==> config.mk <==
export PLATFORM = sky130hd
export DESIGN_NAME = mul_div_unit_flat
export DESIGN_NICKNAME = d
export VERILOG_FILES = /design/src/rtl/mul_div_unit_if.sv /design/src/rtl/mul_div_unit.sv /design/src/flat_wrapper.sv
export SDC_FILE = /design/constraint.sdc
export NUM_CORES = 2
export LEC_CHECK = 0
export CAP_MARGIN = 20
export CORE_MARGIN = 3
export CORE_UTILIZATION = 30
export CTS_BUF_LIST = sky130_fd_sc_hd__clkbuf_8
export CTS_CLUSTER_DIAMETER = 40
export DETAILED_ROUTE_END_ITERATION = 8
export PLACE_DENSITY = 0.44
export SLEW_MARGIN = 10
export SYNTH_ARGS = -nofsm -noshare
export SYNTH_HDL_FRONTEND = slang
export SYNTH_SLANG_ARGS = --single-unit
==> constraint.sdc <==
create_clock -name clk -period 9.1 [get_ports clk]
set_input_delay 1.82 -clock clk [delete_from_list [all_inputs] [get_ports clk]]
set_output_delay 1.82 -clock clk [all_outputs]
set_load 0.005 [all_outputs]
==> src/rtl/mul_div_unit_if.sv <==
// Request descriptor package and handshake interface for mul_div_unit.
//
// mul_div_unit_pkg
//   mbus_req_t : dw (1 = 64-bit, 0 = 32-bit), op, ia, ia_orig, ib
//   OP_*       : operation encodings; any other op value behaves as MUL
//
// mul_div_unit_if ports (master = requester, slave = mul_div_unit)
//   req        master->slave  operation descriptor
//   req_valid  master->slave  req holds a new operation
//   is_signed  master->slave  operands are two's complement
//   req_ready  slave->master  unit accepts req this cycle
//   resp_valid slave->master  resp_data holds a finished result
//   resp_data  slave->master  64-bit result
//   resp_ready master->slave  consumer takes the result
//   flush      master->slave  abandon the in-flight operation

package mul_div_unit_pkg;

    localparam int unsigned XLEN = 64;

    localparam logic [1:0] OP_MUL = 2'd0;
    localparam logic [1:0] OP_DIV = 2'd1;
    localparam logic [1:0] OP_REM = 2'd2;

    typedef struct packed {
        logic            dw;
        logic [1:0]      op;
        logic [XLEN-1:0] ia;
        logic [XLEN-1:0] ia_orig;
        logic [XLEN-1:0] ib;
    } mbus_req_t;

endpackage

interface mul_div_unit_if;

    import mul_div_unit_pkg::*;

    mbus_req_t       req;
    logic            req_valid;
    logic            is_signed;
    logic            req_ready;
    logic            resp_valid;
    logic [XLEN-1:0] resp_data;
    logic            resp_ready;
    logic            flush;

    modport master (
        output req, req_valid, is_signed, resp_ready, flush,
        input  req_ready, resp_valid, resp_data
    );

    modport slave (
        input  req, req_valid, is_signed, resp_ready, flush,
        output req_ready, resp_valid, resp_data
    );

endinterface

==> src/rtl/mul_div_unit.sv <==
// Iterative multiply / divide unit: radix-2 shift-add multiply and restoring
// division on operand magnitudes, one bit per cycle, with a sign fix-up on
// the final cycle. FSM IDLE -> CALC (N cycles) -> DONE -> IDLE, where
// N = 64 for dw=1 and 32 for dw=0.
//
// Ports
//   clk   : sole clock, rising edge
//   reset : synchronous active-high reset
//   bus   : mul_div_unit_if.slave (req/req_valid/is_signed in,
//           req_ready/resp_valid/resp_data out, resp_ready/flush in)
//
// Configuration
//   MDU_EARLY_OUT_EN : when defined, a request whose active-width ia or ib
//                      is zero skips CALC and goes straight to DONE.
//                      Results are identical with or without it.

module mul_div_unit (
    input  logic          clk,
    input  logic          reset,
    mul_div_unit_if.slave bus
);

    localparam int unsigned XLEN  = 64;
    localparam int unsigned HALF  = 32;
    localparam int unsigned CNT_W = 7;

    // Mirrors mul_div_unit_pkg encodings; anything else is MUL.
    localparam logic [1:0] OP_DIV = 2'd1;
    localparam logic [1:0] OP_REM = 2'd2;

    typedef enum logic [1:0] {
        S_IDLE = 2'd0,
        S_CALC = 2'd1,
        S_DONE = 2'd2
    } state_e;

    function automatic logic [XLEN-1:0] sext32(input logic [HALF-1:0] v);
        return {{(XLEN-HALF){v[HALF-1]}}, v};
    endfunction

    // Registers
    state_e           state_q,       state_d;
    logic [CNT_W-1:0] cnt_q,         cnt_d;
    logic [XLEN-1:0]  a_q,           a_d;           // multiplicand / dividend-quotient
    logic [XLEN-1:0]  b_q,           b_d;           // multiplier / divisor
    logic [XLEN-1:0]  acc_q,         acc_d;         // product / partial remainder
    logic [XLEN-1:0]  special_val_q, special_val_d;
    logic             special_q,     special_d;
    logic             is_div_q,      is_div_d;
    logic             is_rem_q,      is_rem_d;
    logic             dw_q,          dw_d;
    logic             neg_quo_q,     neg_quo_d;     // product / quotient sign
    logic             neg_rem_q,     neg_rem_d;     // remainder sign
    logic             req_ready_q,   req_ready_d;
    logic             resp_valid_q,  resp_valid_d;
    logic [XLEN-1:0]  resp_data_q,   resp_data_d;

    // Request decode: active-width operands, magnitudes and special cases
    logic            in_dw;
    logic            in_signed;
    logic            in_div;
    logic            in_rem;
    logic            in_divrem;
    logic [XLEN-1:0] in_a;
    logic [XLEN-1:0] in_b;
    logic            in_sa;
    logic            in_sb;
    logic [XLEN-1:0] in_ma;
    logic [XLEN-1:0] in_mb;
    logic [XLEN-1:0] in_min_neg;
    logic            in_div_zero;
    logic            in_ovf;
    logic [XLEN-1:0] in_special_val;

    always_comb begin
        in_dw     = bus.req.dw;
        in_signed = bus.is_signed;
        in_div    = (bus.req.op == OP_DIV);
        in_rem    = (bus.req.op == OP_REM);
        in_divrem = in_div | in_rem;

        if (in_dw) begin
            in_a = bus.req.ia;
            in_b = bus.req.ib;
        end else if (in_signed) begin
            in_a = sext32(bus.req.ia[HALF-1:0]);
            in_b = sext32(bus.req.ib[HALF-1:0]);
        end else begin
            in_a = {{(XLEN-HALF){1'b0}}, bus.req.ia[HALF-1:0]};
            in_b = {{(XLEN-HALF){1'b0}}, bus.req.ib[HALF-1:0]};
        end

        in_sa = in_signed & in_a[XLEN-1];
        in_sb = in_signed & in_b[XLEN-1];
        in_ma = in_sa ? -in_a : in_a;
        in_mb = in_sb ? -in_b : in_b;

        // Most-negative value at the active width, already sign-extended
        in_min_neg  = in_dw ? {1'b1, {(XLEN-1){1'b0}}}
                            : {{(XLEN-HALF+1){1'b1}}, {(HALF-1){1'b0}}};
        in_div_zero = in_divrem & (in_b == '0);
        in_ovf      = in_divrem & in_signed & (in_a == in_min_neg) & (in_b == '1);

        if (in_div_zero) begin
            if (in_div) begin
                in_special_val = '1;
            end else begin
                in_special_val = in_dw ? bus.req.ia_orig : sext32(bus.req.ia_orig[HALF-1:0]);
            end
        end else begin
            in_special_val = in_div ? in_a : '0;
        end
    end

`ifdef MDU_EARLY_OUT_EN
    // Zero operand: the answer is either the divide-by-zero value or 0
    logic            in_zero_opnd;
    logic [XLEN-1:0] in_early_val;

    always_comb begin
        in_zero_opnd = (in_a == '0) || (in_b == '0);
        in_early_val = in_div_zero ? in_special_val : '0;
    end
`endif

    // One datapath iteration plus the signed, width-adjusted final result
    logic [XLEN:0]   r_sh;
    logic [XLEN-1:0] step_a;
    logic [XLEN-1:0] step_b;
    logic [XLEN-1:0] step_acc;
    logic [XLEN-1:0] res_raw;
    logic [XLEN-1:0] res_final;

    always_comb begin
        r_sh = {acc_q, a_q[XLEN-1]};
        if (is_div_q || is_rem_q) begin
            // Restoring step: shift in next dividend bit, subtract if it fits
            step_b = b_q;
            if (r_sh >= {1'b0, b_q}) begin
                step_acc = XLEN'(r_sh - {1'b0, b_q});
                step_a   = {a_q[XLEN-2:0], 1'b1};
            end else begin
                step_acc = r_sh[XLEN-1:0];
                step_a   = {a_q[XLEN-2:0], 1'b0};
            end
        end else begin
            step_acc = acc_q + (b_q[0] ? a_q : '0);
            step_a   = {a_q[XLEN-2:0], 1'b0};
            step_b   = {1'b0, b_q[XLEN-1:1]};
        end

        if (is_div_q) begin
            res_raw = neg_quo_q ? -step_a : step_a;
        end else if (is_rem_q) begin
            res_raw = neg_rem_q ? -step_acc : step_acc;
        end else begin
            res_raw = neg_quo_q ? -step_acc : step_acc;
        end

        res_final = dw_q ? res_raw : sext32(res_raw[HALF-1:0]);
        if (special_q) begin
            res_final = special_val_q;
        end
    end

    // Next-state and output logic
    always_comb begin
        state_d       = state_q;
        cnt_d         = cnt_q;
        a_d           = a_q;
        b_d           = b_q;
        acc_d         = acc_q;
        special_val_d = special_val_q;
        special_d     = special_q;
        is_div_d      = is_div_q;
        is_rem_d      = is_rem_q;
        dw_d          = dw_q;
        neg_quo_d     = neg_quo_q;
        neg_rem_d     = neg_rem_q;
        resp_data_d   = resp_data_q;

        case (state_q)
            S_IDLE: begin
                // flush is a no-op here
                if (bus.req_valid && req_ready_q) begin
                    is_div_d      = in_div;
                    is_rem_d      = in_rem;
                    dw_d          = in_dw;
                    neg_quo_d     = in_sa ^ in_sb;
                    neg_rem_d     = in_sa;
                    special_d     = in_div_zero | in_ovf;
                    special_val_d = in_special_val;
                    // 32-bit division starts with the dividend in the top half
                    a_d           = (in_divrem && !in_dw) ? (in_ma << HALF) : in_ma;
                    b_d           = in_mb;
                    acc_d         = '0;
                    cnt_d         = in_dw ? CNT_W'(XLEN) : CNT_W'(HALF);
                    state_d       = S_CALC;
`ifdef MDU_EARLY_OUT_EN
                    if (in_zero_opnd) begin
                        resp_data_d = in_early_val;
                        state_d     = S_DONE;
                    end
`endif
                end
            end

            S_CALC: begin
                if (bus.flush) begin
                    state_d = S_IDLE;
                end else begin
                    a_d   = step_a;
                    b_d   = step_b;
                    acc_d = step_acc;
                    cnt_d = cnt_q - CNT_W'(1);
                    if (cnt_q == CNT_W'(1)) begin
                        resp_data_d = res_final;
                        state_d     = S_DONE;
                    end
                end
            end

            S_DONE: begin
                // flush wins over resp_ready; the result is dropped either way
                if (bus.flush || bus.resp_ready) begin
                    state_d = S_IDLE;
                end
            end

            default: begin
                state_d = S_IDLE;
            end
        endcase

        req_ready_d  = (state_d == S_IDLE);
        resp_valid_d = (state_d == S_DONE);
    end

    // State and datapath registers
    always_ff @(posedge clk) begin
        if (reset) begin
            state_q       <= S_IDLE;
            cnt_q         <= '0;
            a_q           <= '0;
            b_q           <= '0;
            acc_q         <= '0;
            special_val_q <= '0;
            special_q     <= 1'b0;
            is_div_q      <= 1'b0;
            is_rem_q      <= 1'b0;
            dw_q          <= 1'b0;
            neg_quo_q     <= 1'b0;
            neg_rem_q     <= 1'b0;
            req_ready_q   <= 1'b1;
            resp_valid_q  <= 1'b0;
            resp_data_q   <= '0;
        end else begin
            state_q       <= state_d;
            cnt_q         <= cnt_d;
            a_q           <= a_d;
            b_q           <= b_d;
            acc_q         <= acc_d;
            special_val_q <= special_val_d;
            special_q     <= special_d;
            is_div_q      <= is_div_d;
            is_rem_q      <= is_rem_d;
            dw_q          <= dw_d;
            neg_quo_q     <= neg_quo_d;
            neg_rem_q     <= neg_rem_d;
            req_ready_q   <= req_ready_d;
            resp_valid_q  <= resp_valid_d;
            resp_data_q   <= resp_data_d;
        end
    end

    assign bus.req_ready  = req_ready_q;
    assign bus.resp_valid = resp_valid_q;
    assign bus.resp_data  = resp_data_q;

endmodule
==> src/flat_wrapper.sv <==
// flat-port wrapper written by rule: the top's interface ports become plain ports
module mul_div_unit_flat 
  (clk, reset, bus_req, bus_req_valid, bus_is_signed, bus_resp_ready, bus_flush, bus_req_ready, bus_resp_valid, bus_resp_data);
  mul_div_unit_if bus_i ();
  input  logic clk;
  input  logic reset;
  input wire logic [$bits(bus_i.req)-1:0] bus_req;
  input wire logic [$bits(bus_i.req_valid)-1:0] bus_req_valid;
  input wire logic [$bits(bus_i.is_signed)-1:0] bus_is_signed;
  input wire logic [$bits(bus_i.resp_ready)-1:0] bus_resp_ready;
  input wire logic [$bits(bus_i.flush)-1:0] bus_flush;
  output wire logic [$bits(bus_i.req_ready)-1:0] bus_req_ready;
  output wire logic [$bits(bus_i.resp_valid)-1:0] bus_resp_valid;
  output wire logic [$bits(bus_i.resp_data)-1:0] bus_resp_data;
  assign bus_i.req = bus_req;
  assign bus_i.req_valid = bus_req_valid;
  assign bus_i.is_signed = bus_is_signed;
  assign bus_i.resp_ready = bus_resp_ready;
  assign bus_i.flush = bus_flush;
  assign bus_req_ready = bus_i.req_ready;
  assign bus_resp_valid = bus_i.resp_valid;
  assign bus_resp_data = bus_i.resp_data;
  mul_div_unit u_core (.clk(clk), .reset(reset), .bus(bus_i));
endmodule
==> flow_summary.toml <==
[synth]
synth_cell_types = 88
syn-num-nets = 4841
synth_compound_area_share_pct = 32.06
synth_xor_area_share_pct = 8.568
avgSynthCellArea_um2 = 6.904
synthAdderAreaFrac_pct = 5.645
async_flop_share_pct = 0
synth-main-ff-cell = "dfxtp_1"
yosys-mux-area-fraction_pct = 0.9260
synth_simple_gate_area_share_pct = 25.42
synth_top_family_by_area = "compound AO/OA/AOI/OAI gates"
syn_area_um2 = 31080
yosys.area.top_type = "dfxtp_1"
yosys_warnings = 0
synthTopCellsByArea = "dfxtp_1, a21oi_1, nor2_1, nand2_1, ha_1"
ys_seq_area_share_pct = 21.71
synthCells = 4501
synth_edf_count = 0
ys_ff_latch = 337
yosysTopAreaCellShare_pct = 21.71

[worst_setup_path]
critPathKind = "flip-flop to flip-flop"
worstPathRequired_ps = 9710
critPathCaptureType = "flip-flop"
ff2ff_path_depth = 16
r2r_start = "u_core.acc_q[19]"
cp.arrival_ps = 7690
reg2reg_slack_ps = 2020
crit_fanout = 29
worstSetupStartpoint = "u_core.acc_q[19]"
startpoint_type = "flip-flop"
rr_endpoint = "u_core.bus.resp_data[33]"

[power]
netSwitchingPower_mw = 2.409
p_seq_share_pct = 28.1
p_clk_share_pct = 38.2
power.internal_mw = 3.531
vdd_ir_drop_max_uv = 101.6
swShare_pct = 40.56
powerDensity_nw_per_um2 = 160.7
pwr-share-comb_pct = 33.7
p_total_mw = 5.940
leakagePower_nw = 13.86

[sta]
fin_skew_ps = 67.60
tightest_slew_ps = 1206
max-slew-margin-rel_pct = 19.00
period_needed_ps = 7084
finalHoldViolCount = 0
drv_slew = 0
fmax_ghz = 0.1412
fin_hold_ws_ps = 448.7
setup_violations = 0
rsz0062_at_grt = "no"
setup_tns_ps = 0
min_period_over_period_pct = 77.85

[hold_path]
min_to = "u_core.special_val_q[41]"
worstHoldStart = "u_core.special_val_q[41]"
hold_path.class = "flip-flop to flip-flop"
min_path_cells = 2

[outcome]
outcome = "complete, no violations"

[global_routing]
grt_first_pass_wirelength_mm = 246.3
grt_pass1_vias = 33930
overflow = 0
antenna_found_initial = 10
grt_usage_pct = 31.15
grt_max_degree = 98

[drt]
wl_met2_mm = 75.18
wl_met1_mm = 78.24
drt-pass1-iter-count = 7
drt_wl_total_mm = 174.6
dr.first_iter.drc_count = 4108
dr_total_vias = 36360
top_layer = "met5"
ant_nets = 0
drc = 0
met3WireLength_mm = 14.88
viasPerCell = 6.005
wl_per_cell_um = 28.84

[die]
initial_core_util_pct = 30.37
die_h_um = 327.9
dieArea_um2 = 107500
die_width_um = 327.9
coreArea_um2 = 102300
row_count = 117
ioPinCount = 267

[clock_network]
cts_root_buffer = "clkbuf_8"
clock_path_buffers = 3
cts_sinks = 337
tritoncts = "done"
htreeDepth = 3
hold_buffers = 0
clk_pin_slew_ps = 60
cts_buffers = 89
ctsResizeCount = 0
postCtsSetupBuffers = 0
clock_latency_ps = 760

[final_layout]
syn_to_final_growth_pct = 18.97
num-fill-cells = 11120
finish.utilization_pct = 36.13
layout_commonest_cell = "nor2_1"
instances_no_fill = 6054
num-nets-final = 4958
final_cell_mix = "nor2_1, a21oi_1, nand2_1, dfxtp_1, o21ai_0"
drive_above_1_share_pct = 6.755

[run]
maxCapViolCount = 0

[place]
place_inst = 5894
port_buffers = 266
hpwl_mm = 138.4
gp_congestion = 0.9923
-- critical path, stage by stage (launching register included) --
cell,delay [ps]
dfxtp_1,390
ha_1,460
nand4_1,200
nor4_1,1010
a31oi_1,350
o41a_1,310
buf_4,260
nand2_4,310
o221ai_1,330
or4_4,660
or4b_1,730
nor2_1,360
mux2i_1,550
nand2_1,100
buf_4,270
a211oi_1,480
o21ai_1,130
-- power groups by stage --
stage	logic [mW]	clock network, mW	registers (mW)
floorplan	1.18	0	1.63
global placement	1.96	0	1.69
detailed placement	1.95	0	1.69
CTS	1.95	2.30	1.66
global route	2.12	2.37	1.67
finish	2.00	2.27	1.67
-- metrics by stage --
step	instance area (um^2)	worst slack, ps
global placement	34940	2196
finish	36970	2016
CTS	36940	2100
detailed placement	34940	2107
floorplan	31080	3452
global route	36960	1532
-- layer usage --
layer | global-route usage, % | vias up
li1 | - | 16810
met1 | 43.32 | 17710
met2 | 47.44 | 1571
met3 | 6.867 | 263
met4 | 10.23 | 6
met5 | 0 | -
-- final cells by class --
| type | instances | area [um^2] | share of cell area, % |
|---|---|---|---|
| tap | 1368 | 1712 | 4.630 |
| antenna | 8 | 20.02 | 0.05415 |
| clock inverter | 47 | 569.3 | 1.540 |
| inverter | 129 | 484.2 | 1.310 |
| multi-input combinational | 3713 | 22710 | 61.43 |
| clock buffer | 104 | 1431 | 3.872 |
| sequential | 337 | 6750 | 18.26 |
| timing repair buffer | 348 | 3292 | 8.904 |
-- how the worst max path moves through the flow --
stage	slack [ps]	to
floorplan	3450	u_core.special_val_q[38]
global placement	2200	u_core.bus.resp_data[33]
detailed placement	2110	u_core.bus.resp_data[33]
CTS	2100	u_core.bus.resp_data[33]
global route	1530	u_core.bus.resp_data[33]
finish	2020	u_core.bus.resp_data[33]
-- state kept, by name, summed over array words and instances (netlist names) --
signal and count:
u_core.acc_q 64, u_core.is_rem_q 1, u_core.b_q 64, u_core.is_div_q 1, u_core.bus.resp_valid 1, u_core.bus.resp_data 64, u_core.a_q 64, u_core.special_val_q 64
u_core.dw_q 1, u_core.bus.req_ready 1, u_core.neg_quo_q 1, u_core.neg_rem_q 1, u_core.cnt_q 7, u_core.special_q 1, u_core.state_q 2
-- kinds of logic (layout without fill, tap and decap cells) --
logic type                 Yosys count  in the layout
muxes                               28             28
buffers and inverters              451            628
other                                0              8
xor gates and xnor gates           304            304
DFF                                337            337
AOI/OAI and AO/OA                 1553           1553
adders and majority gates          139            139
and+or+nand+nor                   1689           1689
-- cells in the mapped netlist (all sizes together), types with 62 or more instances --
| cell type | instances |
|---|---|
| a21oi | 519 |
| xnor2 | 154 |
| nand4 | 89 |
| o211ai | 69 |
| dfxtp | 337 |
| buf | 63 |
| o31ai | 68 |
| a211oi | 115 |
| inv | 128 |
| ha | 137 |
| and2 | 89 |
| nand2 | 471 |
| a22oi | 62 |
| clkbuf | 259 |
| o21ai | 301 |
| nor2 | 559 |
| xor2 | 150 |
| nor3 | 145 |
| nand3 | 91 |
(Power assumes the default switching activity.)
